<file path="src/rtl/riscpipe_pkg.sv">
// Shared definitions for the IITB RISC pipeline: the memory-access word layout,
// the op encodings it carries, and the memory/write-back stage state encoding.
package riscpipe_pkg;

    localparam int MA_W          = 37;
    localparam int MA_SDATA_LSB  = 21;
    localparam int MA_RES_LSB    = 5;
    localparam int MA_RD_LSB     = 2;
    localparam int MA_OP_LSB     = 0;

    typedef enum logic [1:0] {
        MA_NOP = 2'b00,
        MA_ALU = 2'b01,
        MA_LD  = 2'b10,
        MA_ST  = 2'b11
    } ma_op_e;

    // Field order matches the bit positions above, so a plain cast unpacks the word.
    typedef struct packed {
        logic [15:0] sdata;
        logic [15:0] res;
        logic [2:0]  rd;
        ma_op_e      op;
    } ma_word_t;

    typedef enum logic [1:0] {
        ST_IDLE     = 2'd0,
        ST_MEM_WAIT = 2'd1,
        ST_WB       = 2'd2
    } ma_state_e;

    function automatic logic is_mem_op(input ma_op_e op);
        return (op == MA_LD) || (op == MA_ST);
    endfunction

endpackage

</file>
<file path="src/rtl/mem_handshake.sv">
// Data-memory req/ack driver: holds the request and its address/data stable until
// ack, and abandons the access after TIMEOUT cycles without one.
module mem_handshake #(
    parameter int TIMEOUT = 15
) (
    input  logic        clk,
    input  logic        resetn,
    input  logic        start_i,
    input  logic        we_i,
    input  logic [15:0] addr_i,
    input  logic [15:0] wdata_i,
    input  logic        ack_i,
    output logic        req_o,
    output logic        we_o,
    output logic [15:0] addr_o,
    output logic [15:0] wdata_o,
    output logic        done_o,
    output logic        timeout_o
);

    localparam logic [7:0] CNT_MAX  = 8'(TIMEOUT);
    localparam logic [7:0] CNT_LAST = 8'(TIMEOUT - 1);

    logic        req_q, we_q;
    logic [15:0] addr_q, wdata_q;
    logic [7:0]  cnt_q, cnt_d;

    // An ack in the expiry cycle still completes the access.
    assign done_o    = req_q & ack_i;
    assign timeout_o = req_q & ~ack_i & (cnt_q == CNT_LAST);

    always_comb begin
        cnt_d = cnt_q;
        if (start_i || done_o || timeout_o || !req_q)
            cnt_d = 8'd0;
        else if (cnt_q != CNT_MAX)
            cnt_d = cnt_q + 8'd1;
    end

    always_ff @(posedge clk) begin
        if (!resetn) begin
            req_q   <= 1'b0;
            we_q    <= 1'b0;
            addr_q  <= 16'd0;
            wdata_q <= 16'd0;
            cnt_q   <= 8'd0;
        end else begin
            cnt_q <= cnt_d;
            if (start_i) begin
                req_q   <= 1'b1;
                we_q    <= we_i;
                addr_q  <= addr_i;
                wdata_q <= wdata_i;
            end else if (done_o || timeout_o) begin
                req_q <= 1'b0;
            end
        end
    end

    assign req_o   = req_q;
    assign we_o    = we_q;
    assign addr_o  = addr_q;
    assign wdata_o = wdata_q;

endmodule

</file>
<file path="src/rtl/mem_access_wb.sv">
// Memory-access / write-back stage: runs loads and stores through mem_handshake,
// writes ALU or load results to the register file and exposes a forwarding tap.
module mem_access_wb
    import riscpipe_pkg::*;
#(
    parameter int TIMEOUT = 15
) (
    input  logic        clk,
    input  logic        resetn,
    input  logic        flush,
    input  logic        ma_valid,
    input  logic [36:0] ma_data,
    output logic        ma_ready,
    output logic        dmem_req,
    output logic        dmem_we,
    output logic [15:0] dmem_addr,
    output logic [15:0] dmem_wdata,
    input  logic        dmem_ack,
    input  logic [15:0] dmem_rdata,
    output logic        rf_we,
    output logic [2:0]  rf_waddr,
    output logic [15:0] rf_wdata,
    output logic        fwd_valid,
    output logic [2:0]  fwd_reg,
    output logic [15:0] fwd_data,
    output logic        err
);

    ma_word_t    in_w;
    ma_state_e   state_q;
    logic [2:0]  rd_q;
    logic [15:0] res_q;
    logic        kill_q, err_q;
    logic        accept, start_mem, wb_fire, hs_done, hs_timeout;

    assign in_w      = ma_word_t'(ma_data);
    assign ma_ready  = (state_q != ST_MEM_WAIT);
    assign accept    = ma_valid & ma_ready & ~flush;
    assign start_mem = accept & is_mem_op(in_w.op);
    // Flush in the write-back cycle squashes both the pending write and any new transfer.
    assign wb_fire   = (state_q == ST_WB) & ~kill_q & ~flush;

    mem_handshake #(.TIMEOUT(TIMEOUT)) u_hs (
        .clk       (clk),
        .resetn    (resetn),
        .start_i   (start_mem),
        .we_i      (in_w.op[0]),
        .addr_i    (in_w.res),
        .wdata_i   (in_w.sdata),
        .ack_i     (dmem_ack),
        .req_o     (dmem_req),
        .we_o      (dmem_we),
        .addr_o    (dmem_addr),
        .wdata_o   (dmem_wdata),
        .done_o    (hs_done),
        .timeout_o (hs_timeout)
    );

    always_ff @(posedge clk) begin
        if (!resetn) begin
            state_q <= ST_IDLE;
            rd_q    <= 3'd0;
            res_q   <= 16'd0;
            kill_q  <= 1'b0;
            err_q   <= 1'b0;
        end else begin
            case (state_q)
                ST_IDLE, ST_WB: begin
                    state_q <= ST_IDLE;
                    if (accept) begin
                        case (in_w.op)
                            MA_ALU: begin
                                state_q <= ST_WB;
                                rd_q    <= in_w.rd;
                                res_q   <= in_w.res;
                                kill_q  <= 1'b0;
                            end
                            MA_LD, MA_ST: begin
                                state_q <= ST_MEM_WAIT;
                                rd_q    <= in_w.rd;
                                kill_q  <= 1'b0;
                            end
                            default: state_q <= ST_IDLE;
                        endcase
                    end
                end
                ST_MEM_WAIT: begin
                    // The bus access runs to completion; flush only cancels its write-back.
                    if (flush)
                        kill_q <= 1'b1;
                    if (hs_done) begin
                        if (!dmem_we) begin
                            state_q <= ST_WB;
                            res_q   <= dmem_rdata;
                        end else begin
                            state_q <= ST_IDLE;
                        end
                    end else if (hs_timeout) begin
                        state_q <= ST_IDLE;
                        err_q   <= 1'b1;
                    end
                end
                default: state_q <= ST_IDLE;
            endcase
        end
    end

    assign rf_we     = wb_fire;
    assign rf_waddr  = rd_q;
    assign rf_wdata  = res_q;
    assign fwd_valid = wb_fire;
    assign fwd_reg   = rd_q;
    assign fwd_data  = res_q;
    assign err       = err_q;

endmodule

</file>
<file path="config.mk">
export PLATFORM = sky130hd
export DESIGN_NAME = mem_access_wb
export DESIGN_NICKNAME = d
export VERILOG_FILES = /design/src/rtl/riscpipe_pkg.sv /design/src/rtl/mem_handshake.sv /design/src/rtl/mem_access_wb.sv
export SDC_FILE = /design/constraint.sdc
export NUM_CORES = 1
export LEC_CHECK = 0
export BUFFER_PORTS_ARGS = -buffer_cell sky130_fd_sc_hd__clkbuf_2
export CAP_MARGIN = 20
export CORE_UTILIZATION = 35
export DETAILED_ROUTE_END_ITERATION = 7
export GPL_TIMING_DRIVEN = 0
export MAX_ROUTING_LAYER = met4
export PLACE_DENSITY = 0.61
export SYNTH_ARGS = -nofsm -noshare
export SYNTH_HDL_FRONTEND = slang
export SYNTH_SLANG_ARGS = --single-unit
export TNS_END_PERCENT = 50
</file>
<file path="constraint.sdc">
create_clock -name clk -period 2.7 [get_ports clk]
set_input_delay 0.54 -clock clk [delete_from_list [all_inputs] [get_ports clk]]
set_output_delay 0.54 -clock clk [all_outputs]
set_load 0.05 [all_outputs]
</file>
# After elaboration in Yosys (flattened, before gate mapping)
# Index checks and enable logic that the tools add are counted.
[word_totals] regBits=65 latchBits=0 mem_bits_ro=0 ram_bits=0 elab_cells=73 memories=0
[classes] bitwise=13 n_reduce_logical=17 add_sub_neg=1 div=0 mul=0 muxes=17 order_cmp=0 n_eq_ne=15 n_shift=0
[op_table] op="$mux 16" count=4
[op_table] op="$pmux 16 s2" count=1
[op_table] op="$add 8x1->8 const B" count=1
[op_table] op="$and 1x1->1" count=8
[op_table] op="$eq 8x4->1 const B" count=1
[op_table] op="$mux 2" count=4
[op_table] op="$ne 2x2->1 const B" count=4
[op_table] op="$ne 8x4->1 const B" count=1
[op_table] op="$pmux 2 s2" count=2
[op_table] op="$eq 2x2->1 const B" count=3
[op_table] op="$ne 2x1->1 const B" count=3
[op_table] op="$reduce_and 3->1" count=2
[op_table] op="$reduce_or 2->1" count=3
[op_table] op="$logic_or 1x1->1" count=5
[op_table] op="$mux 1" count=5
[op_table] op="$not 1->1" count=5
[op_table] op="$reduce_and 5->1" count=1
[op_table] op="$eq 2x1->1 const B" count=2
[op_table] op="$reduce_and 4->1" count=1
[op_table] op="$reduce_bool 2->1" count=2
[op_table] op="$ne 3x1->1 const B" count=1
[op_table] op="$reduce_or 3->1" count=1
[op_table] op="$logic_not 2->1" count=1
[op_table] op="$pmux 1 s2" count=1
[op_table] op="$logic_not 1->1" count=1

# Depth between registers and ports, before layout
# Gate-level depths: netlist of the first run.
[depth] ltp_word=8 depth_mapped=6 mapped_depth_nobuf=5

# By module
# Synthesis of the first run repeated with hierarchy kept, for this count alone.
[unflattened] hier_cells=293 area_unflattened_um2=3045.4
[modules_own_cells] mod="mem_handshake" area_per_inst_um2=1701.6 cells_per_inst=162 instances=1
[modules_own_cells] mod="mem_access_wb" area_per_inst_um2=1343.8 cells_per_inst=131 instances=1

# Least setup slack after synthesis of the first run
# Ideal clock, no wire load.
[synth_timing] path_type="input to output" from="input port flush" to="output port rf_we" path_buffers=1 setup_slack_ps=-530 t_arrival_ps=2690 cell_stages=2 path_cell_list="nor4b_1 > buf_4"
[synth_between] elab_chain_len=2
[synth_lines] element="from (decl)" line_no="mem_access_wb.sv:10" text="input logic flush,"
[synth_lines] element="$not 1->1" line_no="mem_access_wb.sv:41" text="assign wb_fire = (state_q == ST_WB) & ~kill_q & ~flush;"
[synth_lines] element="$and 1x1->1" line_no="mem_access_wb.sv:41"
[synth_lines] element="to (decl)" line_no="mem_access_wb.sv:20" text="output logic rf_we,"
# Every way passes these cells.

# Final worst setup path of the first run
[layout_timing] from="register state_q[0]" to="output port ma_ready"
[layout_between] elab_chain_len=1
[layout_lines] element="from (decl)" line_no="mem_access_wb.sv:30" text="ma_state_e state_q;"
[layout_lines] element="from (signal assigned)" line_no="mem_access_wb.sv:61" text="state_q <= ST_IDLE;"
[layout_lines] element="from (signal assigned)" line_no="mem_access_wb.sv:69" text="state_q <= ST_IDLE;"
[layout_lines] element="from (signal assigned)" line_no="mem_access_wb.sv:73" text="state_q <= ST_WB;"
[layout_lines] element="$ne 2x1->1" line_no="mem_access_wb.sv:37" text="assign ma_ready = (state_q != ST_MEM_WAIT);"
[layout_lines] element="to (decl)" line_no="mem_access_wb.sv:13" text="output logic ma_ready,"
# Every way passes these cells.

==> summary.txt, run 1 <==
Run status
  • Status: complete, no violations

Logic synthesis
  • Sequential fraction of the synthesis area: 44.0%
  • Post-synthesis average cell area: 8.36 sq um
  • Synthesized area: 2960 sq um
  • Ys Warns: 0
  • Share of flip-flops with an asynchronous set or reset: 0%
  • Net Count, Synth: 414
  • Yosys cell types: 44
  • Synth Flop Type: dfxtp_1
  • Synth Instances: 354
  • Synthesized flop and latch total: 65
  • EDFF count, synth: 0

Worst hold path
  • Min-delay src: ma_data[24]
  • Worst min path class: in -> reg

Power
  • Peak supply drop: 260 uV
  • Total Power: 2.39 mW
  • Switching Power: 739 uW
  • Reg power frac: 42.5%
  • Combinational fraction of design power: 20.4%
  • P_int: 1.65 mW
  • Pwr dens: 601 nW/um^2
  • Switching share of power: 30.9%
  • Leakage: 1.70 nW
  • Clk pwr share: 37.1%

Global route
  • Vias in the first global route: 2867
  • First-pass GRT wire length: 14300 um
  • Largest net degree at the start of global routing: 11
  • GRT Util Overall: 21.7%
  • Congestion Overflow GR: 0
  • Antenna violations before repair: 0

Clocking
  • Hold-fix buffers, CTS: 0
  • CTS sink count: 65
  • Clock tree buffer depth: 2
  • H-tree levels: 3
  • Clock slew at reported path FFs: 0.07 ns
  • Post-CTS Setup Inserts: 0
  • PostCTS Resize Cnt: 0
  • Root Buffer: clkbuf_8
  • CTS tree: built
  • Clk Latency, worst-skew pair: 0.34 ns
  • CTS buffer count: 9

Final layout
  • Nets: 558
  • Most common cell after layout, fill and taps aside: clkbuf_2
  • Layout fillers: 839
  • Synth-to-Final Area Change: 34.4%
  • Final Non-Filler Cells: 607
  • Final Util: 48.4%
  • Most frequent cells in the layout: 133 x clkbuf_2, 65 x dfxtp_1, 42 x o21ai_0
  • Layout cells sized above 1: 35.9%
  • Final instance area: 3980 sq um
  • Ant diodes: 0

STA
  • Final setup viols: 0
  • Slew @ Worst Pin: 0.688 ns
  • Max-slew headroom: 53.8%
  • Final Hold Viols: 0
  • Skew final: 0.00304 ns
  • Final Slew Violations: 0
  • Max Freq: 0.412 GHz
  • RSZ-0062 raised after global routing: false
  • Final TNS setup: 0 ns
  • Post-route minimum period: 2.42 ns
  • Final period util: 89.8%

Die
  • Initial core utilization: 36.0%
  • Rows: 33
  • Chip width: 94.0 um
  • IO Pins: 134
  • DIE AREA: 8830 sq um
  • Core ar.: 8220 sq um
  • Die Ht: 94.0 um

Route
  • Wire per inst: 15.0 um
  • Antenna Nets Post-Route: 0
  • Via-to-Cell Ratio: 5.23
  • Post-Route WL: 9120 um
  • # DRC: 0
  • Drt first pass iters: 4
  • Via count: 3174
  • DR iter-0 viols: 171

Critical path
  • Worst Path Max Fanout: 10
  • Setup crit end kind: output port
  • Kind of critical path: reg -> out
  • Worst path arrival time: 1.88 ns
  • CP startpoint: state_q[0]
  • Reg-to-Reg Start: state_q[0]
  • Startpoint Class: register
  • Worst path required time: 2.16 ns

Placement
  • Number of port buffers: 133
  • Placement Cell Area: 3760 sq um
  • Placed insts: 592
  • Routability cong.: 0.825
  • HPWL Detailed: 6840 um

Run
  • Max cap viols: 0
[cell type report]
class | count | area (sq um) | area share [%]
multi-input combinational | 230 | 1350 | 33.8
clock buffer | 13 | 179 | 4.50
timing repair buffer | 133 | 666 | 16.7
clock inverter | 2 | 35.0 | 0.881
tap | 105 | 131 | 3.30
inverter | 4 | 15.0 | 0.377
sequential | 65 | 1300 | 32.7
buffer | 55 | 304 | 7.64
[logic make-up (layout without fill, tap and decap cells)]
| logic type | count (synthesis) | in the layout | synth area share (%) |
|---|---|---|---|
| compound gates | 125 | 125 | 26.9 |
| xor+xnor | 1 | 1 | 0.296 |
| fa+ha+maj | 2 | 2 | 0.845 |
| buf+inv | 59 | 207 | 10.8 |
| flops | 65 | 65 | 44.0 |
| simple gates | 102 | 102 | 17.2 |
[power by group through the flow]
| stage | Sequential, mW | Clock (mW) | Combinational (mW) |
|---|---|---|---|
| global placement | 1.04 | 0 | 0.484 |
| floorplan | 1.14 | 0 | 0.232 |
| CTS | 1.02 | 0.895 | 0.489 |
| detailed placement | 1.04 | 0 | 0.488 |
| finish | 1.02 | 0.886 | 0.487 |
| global route | 1.02 | 0.936 | 0.526 |
[through the flow]
step / setup WS, ns / hold WS, ns
5_1_grt: 0.127 / 0.422
3_3_place_gp: 0.547 / 0.461
3_5_place_dp: 0.495 / 0.468
6_report: 0.275 / 0.426
4_1_cts: 0.223 / 0.423
2_1_floorplan: 0.306 / 0.465
[worst max-delay path: stages, from the launching register on]
cell and delay (ns):
dfxtp_1 0.35, nor2b_1 0.15, clkbuf_8 0.16, clkinv_1 0.14
clkbuf_1 0.39, clkbuf_2 0.36
[path summary, 6_finish.rpt]
check        slack (ns)          endpoint  cells past startpoint
max                0.28          ma_ready                      5
min                0.43   u_hs.wdata_o[3]                      3
max reg2reg        0.79      fwd_data[14]                      6
min reg2reg        0.48  u_hs.wdata_o[11]                      2
[cell usage after synthesis (all sizes together) (2+ instances only)]
cell type / instances / share of area (%)
nor4b: 2 / 0.59
clkbuf: 29 / 4.0
a211oi: 4 / 1.0
nand3: 39 / 6.6
dfxtp: 65 / 44
and3b: 2 / 0.59
a21oi: 37 / 6.3
nor2: 3 / 0.38
inv: 3 / 0.38
nand2: 37 / 4.7
buf: 26 / 6.3
nor2b: 2 / 0.42
nor3: 3 / 0.51
or3: 3 / 0.63
a311oi: 16 / 4.7
a221oi: 16 / 4.7
or2: 2 / 0.42
o21ai: 43 / 7.3
nor4: 2 / 0.42
ha: 2 / 0.85
[metal layers]
layer	GRT usage (%)	wire [um]	up-vias
met5	-	0	-
met4	7.31	95	0
met3	3.88	623	10
met2	31.8	4080	109
met1	29.9	4320	1477
li1	-	-	1578
Note: power is estimated with default switching activity, not from simulation.
==> run 2: changes to the inputs <==
- CORE_MARGIN: default -> 2
- PLACE_DENSITY: 0.61 -> 0.63
- clock period: 2.7 -> 2.2 ns (I/O delays scaled with it)
==> run 2 against run 1 <==
Design area about the same. Register-to-register slack got worse by 0.43 ns. Count of clock-buffer cells in the layout grew 1.
==> summary.txt, run 2 (synthesized netlist as in run 1, its figures left out) <==
Final layout
  • Nets: 558
  • Layout cells sized above 1: 36.2%
  • Layout fillers: 838
  • Synth-to-Final Area Change: 34.4%
  • Most frequent cells in the layout: 132 x clkbuf_2, 64 x dfxtp_1, 42 x o21ai_0
  • Most common cell after layout, fill and taps aside: clkbuf_2
  • Ant diodes: 0

Placement
  • HPWL Detailed: 7060 um
  • Pre-CTS setup slack: 0.148 ns
  • Routability cong.: 0.838
  • Number of port buffers: 133

Run status
  • Status: complete, no violations

Power
  • Reg power frac: 42.9%
  • Pwr dens: 731 nW/um^2
  • Leakage: 1.70 nW
  • Combinational fraction of design power: 20.8%
  • Peak supply drop: 367 uV
  • Clk pwr share: 36.3%
  • Switching share of power: 31.0%
  • P_int: 2.01 mW
  • Switching Power: 903 uW

Run
  • Max cap viols: 0

Critical path
  • CP top delay family: buffers and inverters
  • Startpoint Class: register
  • Worst path arrival time: 1.63 ns
  • Worst path most repeated cell: clkbuf_4
  • CP max stage cell: dfxtp_2
  • Worst path bufs/invs: 4
  • Worst path required time: 1.76 ns
  • Worst Path Max Fanout: 10
  • CP peak stage delay: 0.37 ns
  • Crit-path cells: nor2b_1 -> clkbuf_8 -> clkinv_2 -> clkbuf_4 -> clkbuf_4
  • Kind of critical path: reg -> out
  • Setup crit end kind: output port

Route
  • Via count: 3219
  • # DRC: 0
  • Via-to-Cell Ratio: 5.29
  • Antenna Nets Post-Route: 0
  • Wire per inst: 15.5 um
  • DR iter-0 viols: 142
  • Drt first pass iters: 4
  • Post-Route WL: 9430 um

Clocking
  • CTS tree: built
  • H-tree levels: 3
  • Clk Latency, worst-skew pair: 0.34 ns
  • Root Buffer: clkbuf_8
  • CTS sink count: 65
  • Clock tree buffer depth: 2
  • CTS buffer count: 9
  • Clock slew at reported path FFs: 0.07 ns
  • Post-CTS Setup Inserts: 0

Die
  • Die Ht: 96.0 um
  • Core ar.: 8220 sq um
  • Rows: 33
  • IO Pins: 134
  • Chip width: 96.0 um
  • DIE AREA: 9210 sq um
  • Initial core utilization: 36.0%

STA
  • Skew final: 0.00698 ns
  • Final TNS setup: 0 ns
  • Final setup viols: 0
  • Fin worst setup slack: 0.131 ns
  • Final Slew Violations: 0
  • Slew @ Worst Pin: 0.648 ns
  • Final Hold Viols: 0
  • Max-slew headroom: 56.5%
  • Final period util: 94.0%
  • Max Freq: 0.483 GHz
  • Post-route minimum period: 2.07 ns
  • RSZ-0062 raised after global routing: false

Global route
  • First-pass GRT wire length: 14600 um
  • GRT Util Overall: 21.3%
  • Largest net degree at the start of global routing: 11
  • Met3 Use GR: 4.93%
  • Met2 Use GR: 31.2%
  • Congestion Overflow GR: 0
  • Busiest grt layer: met2
  • Antenna violations before repair: 0
  • Met1 Resource Use GR: 28.4%
  • Vias in the first global route: 2945

Worst hold path
  • Worst min path class: in -> reg
[run 2: cell types whose count changed in the layout (fill, tap and decap cells not counted), sizes merged]
cell	previous run	this run
clkbuf	175	176
[run 2: power groups by stage]
stage          Combinational (mW)  Clock (mW)  Sequential [mW]
2_1_floorplan               0.284           0             1.40
3_3_place_gp                0.594           0             1.27
3_5_place_dp                0.598           0             1.27
4_1_cts                     0.604        1.07             1.25
5_1_grt                     0.656        1.14             1.25
6_report                    0.605        1.06             1.25
[run 2: metrics by stage]
| step | hold slack, ns | utilization, % | cell area, sq um | instances | total power [mW] |
|---|---|---|---|---|---|
| 2_1_floorplan | 0.465 | - | 2970 | 354 | 1.68 |
| 3_3_place_gp | 0.460 | 45.8 | 3760 | 592 | 1.87 |
| 3_5_place_dp | 0.467 | 45.8 | 3760 | 592 | 1.87 |
| 4_1_cts | 0.321 | 48.4 | 3980 | 608 | 2.93 |
| 5_1_grt | 0.323 | 48.4 | 3980 | 608 | 3.05 |
| 6_report | 0.325 | 48.4 | 3980 | 608 | 2.91 |
[run 2: what timing repair did]
item / 4_1_cts / 5_1_grt
hold buffers: 0 / 0
endpoints found under the setup margin: 1 / 1
resized for setup: 4 / 1
[run 2: final timing paths]
kind / start / endpoint / slack [ns] / cells past startpoint
worst max-delay path: state_q[0] / ma_ready / 0.13 / 5
worst min-delay path: dmem_ack / state_q[0] / 0.32 / 2
worst max register to register: state_q[1] / fwd_data[7] / 0.36 / 6
worst min register to register: err / err / 0.48 / 1
[run 2: cell type report]
cell class	count	area [sq um]	area share, %
multi-input cells	230	1350	33.8
plain buffers	55	308	7.73
repair buffers	133	668	16.8
flip-flops and latches	65	1300	32.7
well taps	105	131	3.30
clock inverters	2	35.0	0.880
inverters	4	16.3	0.409
clock buffers	14	173	4.34
[run 2: worst reg2reg max path, cell delays in order (launching register included)]
cell and delay (ns):
dfxtp_1 0.33, nor4bb_1 0.29, clkbuf_1 0.33, a22o_1 0.19, buf_2 0.18, buf_2 0.26
a311oi_1 0.13
[run 2: layer usage]
layer	vias to the layer above	part of all wire [%]	wire [um]
met2	115	46	4380
met5	-	0	0
met1	1505	45	4230
li1	1581	-	-
met4	0	1.9	183
met3	18	6.7	630
==> run 3: changes to the inputs <==
- PLACE_DENSITY: 0.63 -> 0.61
- clock period: 2.2 -> 2.4 ns (I/O delays scaled with it)
==> run 3 against run 2 <==
Register-to-register slack better by 0.19 ns. Sequential cell count unchanged. Routed wire length down 2.2%. Global-route usage down 0.73 points. Clock power up 21%. Die area unchanged. First-iteration DRC count down 0.70%. Critical path type unchanged.
==> summary.txt, run 3 (synthesized netlist as in run 1, its figures left out) <==
Final layout
  • Most frequent cells in the layout: 133 x clkbuf_2, 65 x dfxtp_1, 42 x o21ai_0
  • Synth-to-Final Area Change: 36.5%
  • Nets: 558
  • Final instance area: 4040 sq um
  • Ant diodes: 0
  • Final Non-Filler Cells: 608
  • Layout cells sized above 1: 36.2%
  • Most common cell after layout, fill and taps aside: clkbuf_2
  • Final Util: 49.2%

Critical path
  • Setup crit end kind: output port
  • Worst Path Max Fanout: 10
  • Startpoint Class: register
  • Crit-path cells: nor2b_1 -> clkbuf_8 -> clkinv_1 -> buf_2 -> clkbuf_2
  • CP max stage cell: dfxtp_1
  • Worst path arrival time: 1.80 ns
  • Kind of critical path: reg -> out
  • CP peak stage delay: 0.40 ns
  • Worst path required time: 1.92 ns

STA
  • Skew final: 0.00929 ns
  • Max Freq: 0.439 GHz
  • Post-route minimum period: 2.28 ns
  • Max-slew headroom: 57.4%
  • Final Slew Violations: 0
  • RSZ-0062 raised after global routing: false
  • Slew @ Worst Pin: 0.634 ns
  • Fin worst setup slack: 0.121 ns
  • Final Hold Viols: 0
  • Worst hold slack: 0.362 ns
  • Final period util: 94.9%
  • Final TNS setup: 0 ns
  • Final setup viols: 0

Global route
  • Congestion Overflow GR: 0
  • GRT Util Overall: 20.6%
  • Vias in the first global route: 2848
  • First-pass GRT wire length: 14100 um
  • Largest net degree at the start of global routing: 12
  • Antenna violations before repair: 0

Route
  • Antenna Nets Post-Route: 0
  • DR iter-0 viols: 141
  • Wire per inst: 15.2 um
  • Drt first pass iters: 4
  • # DRC: 0
  • Post-Route WL: 9220 um
  • Via-to-Cell Ratio: 5.16
  • Via count: 3138

Die
  • Chip width: 96.0 um
  • DIE AREA: 9210 sq um
  • Die Ht: 96.0 um
  • Core ar.: 8220 sq um
  • Rows: 33
  • IO Pins: 134
  • Initial core utilization: 36.0%

Placement
  • HPWL Detailed: 6940 um
  • Pre-CTS setup slack: 0.314 ns
  • Number of port buffers: 133
  • Routability cong.: 0.771
  • Placement Cell Area: 3760 sq um
  • Placed insts: 592

Clocking
  • H-tree levels: 3
  • Clock tree buffer depth: 2
  • Post-CTS Setup Inserts: 0
  • CTS buffer count: 9
  • Root Buffer: clkbuf_8
  • Clock slew at reported path FFs: 0.07 ns
  • Clk Latency, worst-skew pair: 0.35 ns
  • CTS tree: built
  • CTS sink count: 65

Run
  • Max cap viols: 0

Power
  • Peak supply drop: 326 uV
  • Pwr dens: 737 nW/um^2
  • Total Power: 2.98 mW
  • Leakage: 1.73 nW

Run status
  • Status: complete, no violations

Worst hold path
  • Worst min path class: in -> reg
run 3: cell types whose count changed in the layout (fill, tap and decap cells not counted), sizes merged:
cell | before | now
clkbuf | 176 | 172
bufinv | 1 | 4
buf | 26 | 27
run 3: path summary, 6_finish.rpt:
check                                startpoint               end  slack (ns)  cells past startpoint
worst max-delay path                 state_q[0]          ma_ready        0.12                      5
worst min-delay path                ma_data[36]  u_hs.wdata_o[15]        0.36                      3
worst max register to register       state_q[0]      fwd_data[10]        0.55                      5
worst min register to register  u_hs.wdata_o[9]   u_hs.wdata_o[9]        0.48                      2
run 3: critical path: cells and delay by family, from the launching register on:
kind          cells  cell delay [ns]
buf+inv           4             0.88
flops             1             0.40
simple gates      1             0.17
run 3: repair_timing:
item                       in CTS  in global routing
resized for setup               0                  3
hold buffers                    0                  0
setup endpoints to repair       0                  1
run 3: cell type report:
type                       count  area (sq um)
tap                          105           131
clock buffer                  11           151
fill                         834          4180
multi-input combinational    230          1350
sequential                    65          1300
buffer                        55           305
inverter                       4          15.0
timing repair buffer         133           666
clock inverter                 5           125
run 3: routing by layer:
layer	vias up	wire length [um]	GRT usage, %
met5	-	0	-
met4	0	148	8.21
met3	14	520	3.37
met2	100	4160	29.3
met1	1444	4390	29.0
li1	1580	-	-
run 3: report_power, final:
part / switching [mW] / internal (mW) / leakage, nW / total [mW]
Clock: 0.434 / 0.851 / 0.140 / 1.28
Sequential: 0.0259 / 1.12 / 0.527 / 1.14
Combinational: 0.395 / 0.155 / 1.06 / 0.550
Total: 0.855 / 2.12 / 1.73 / 2.98
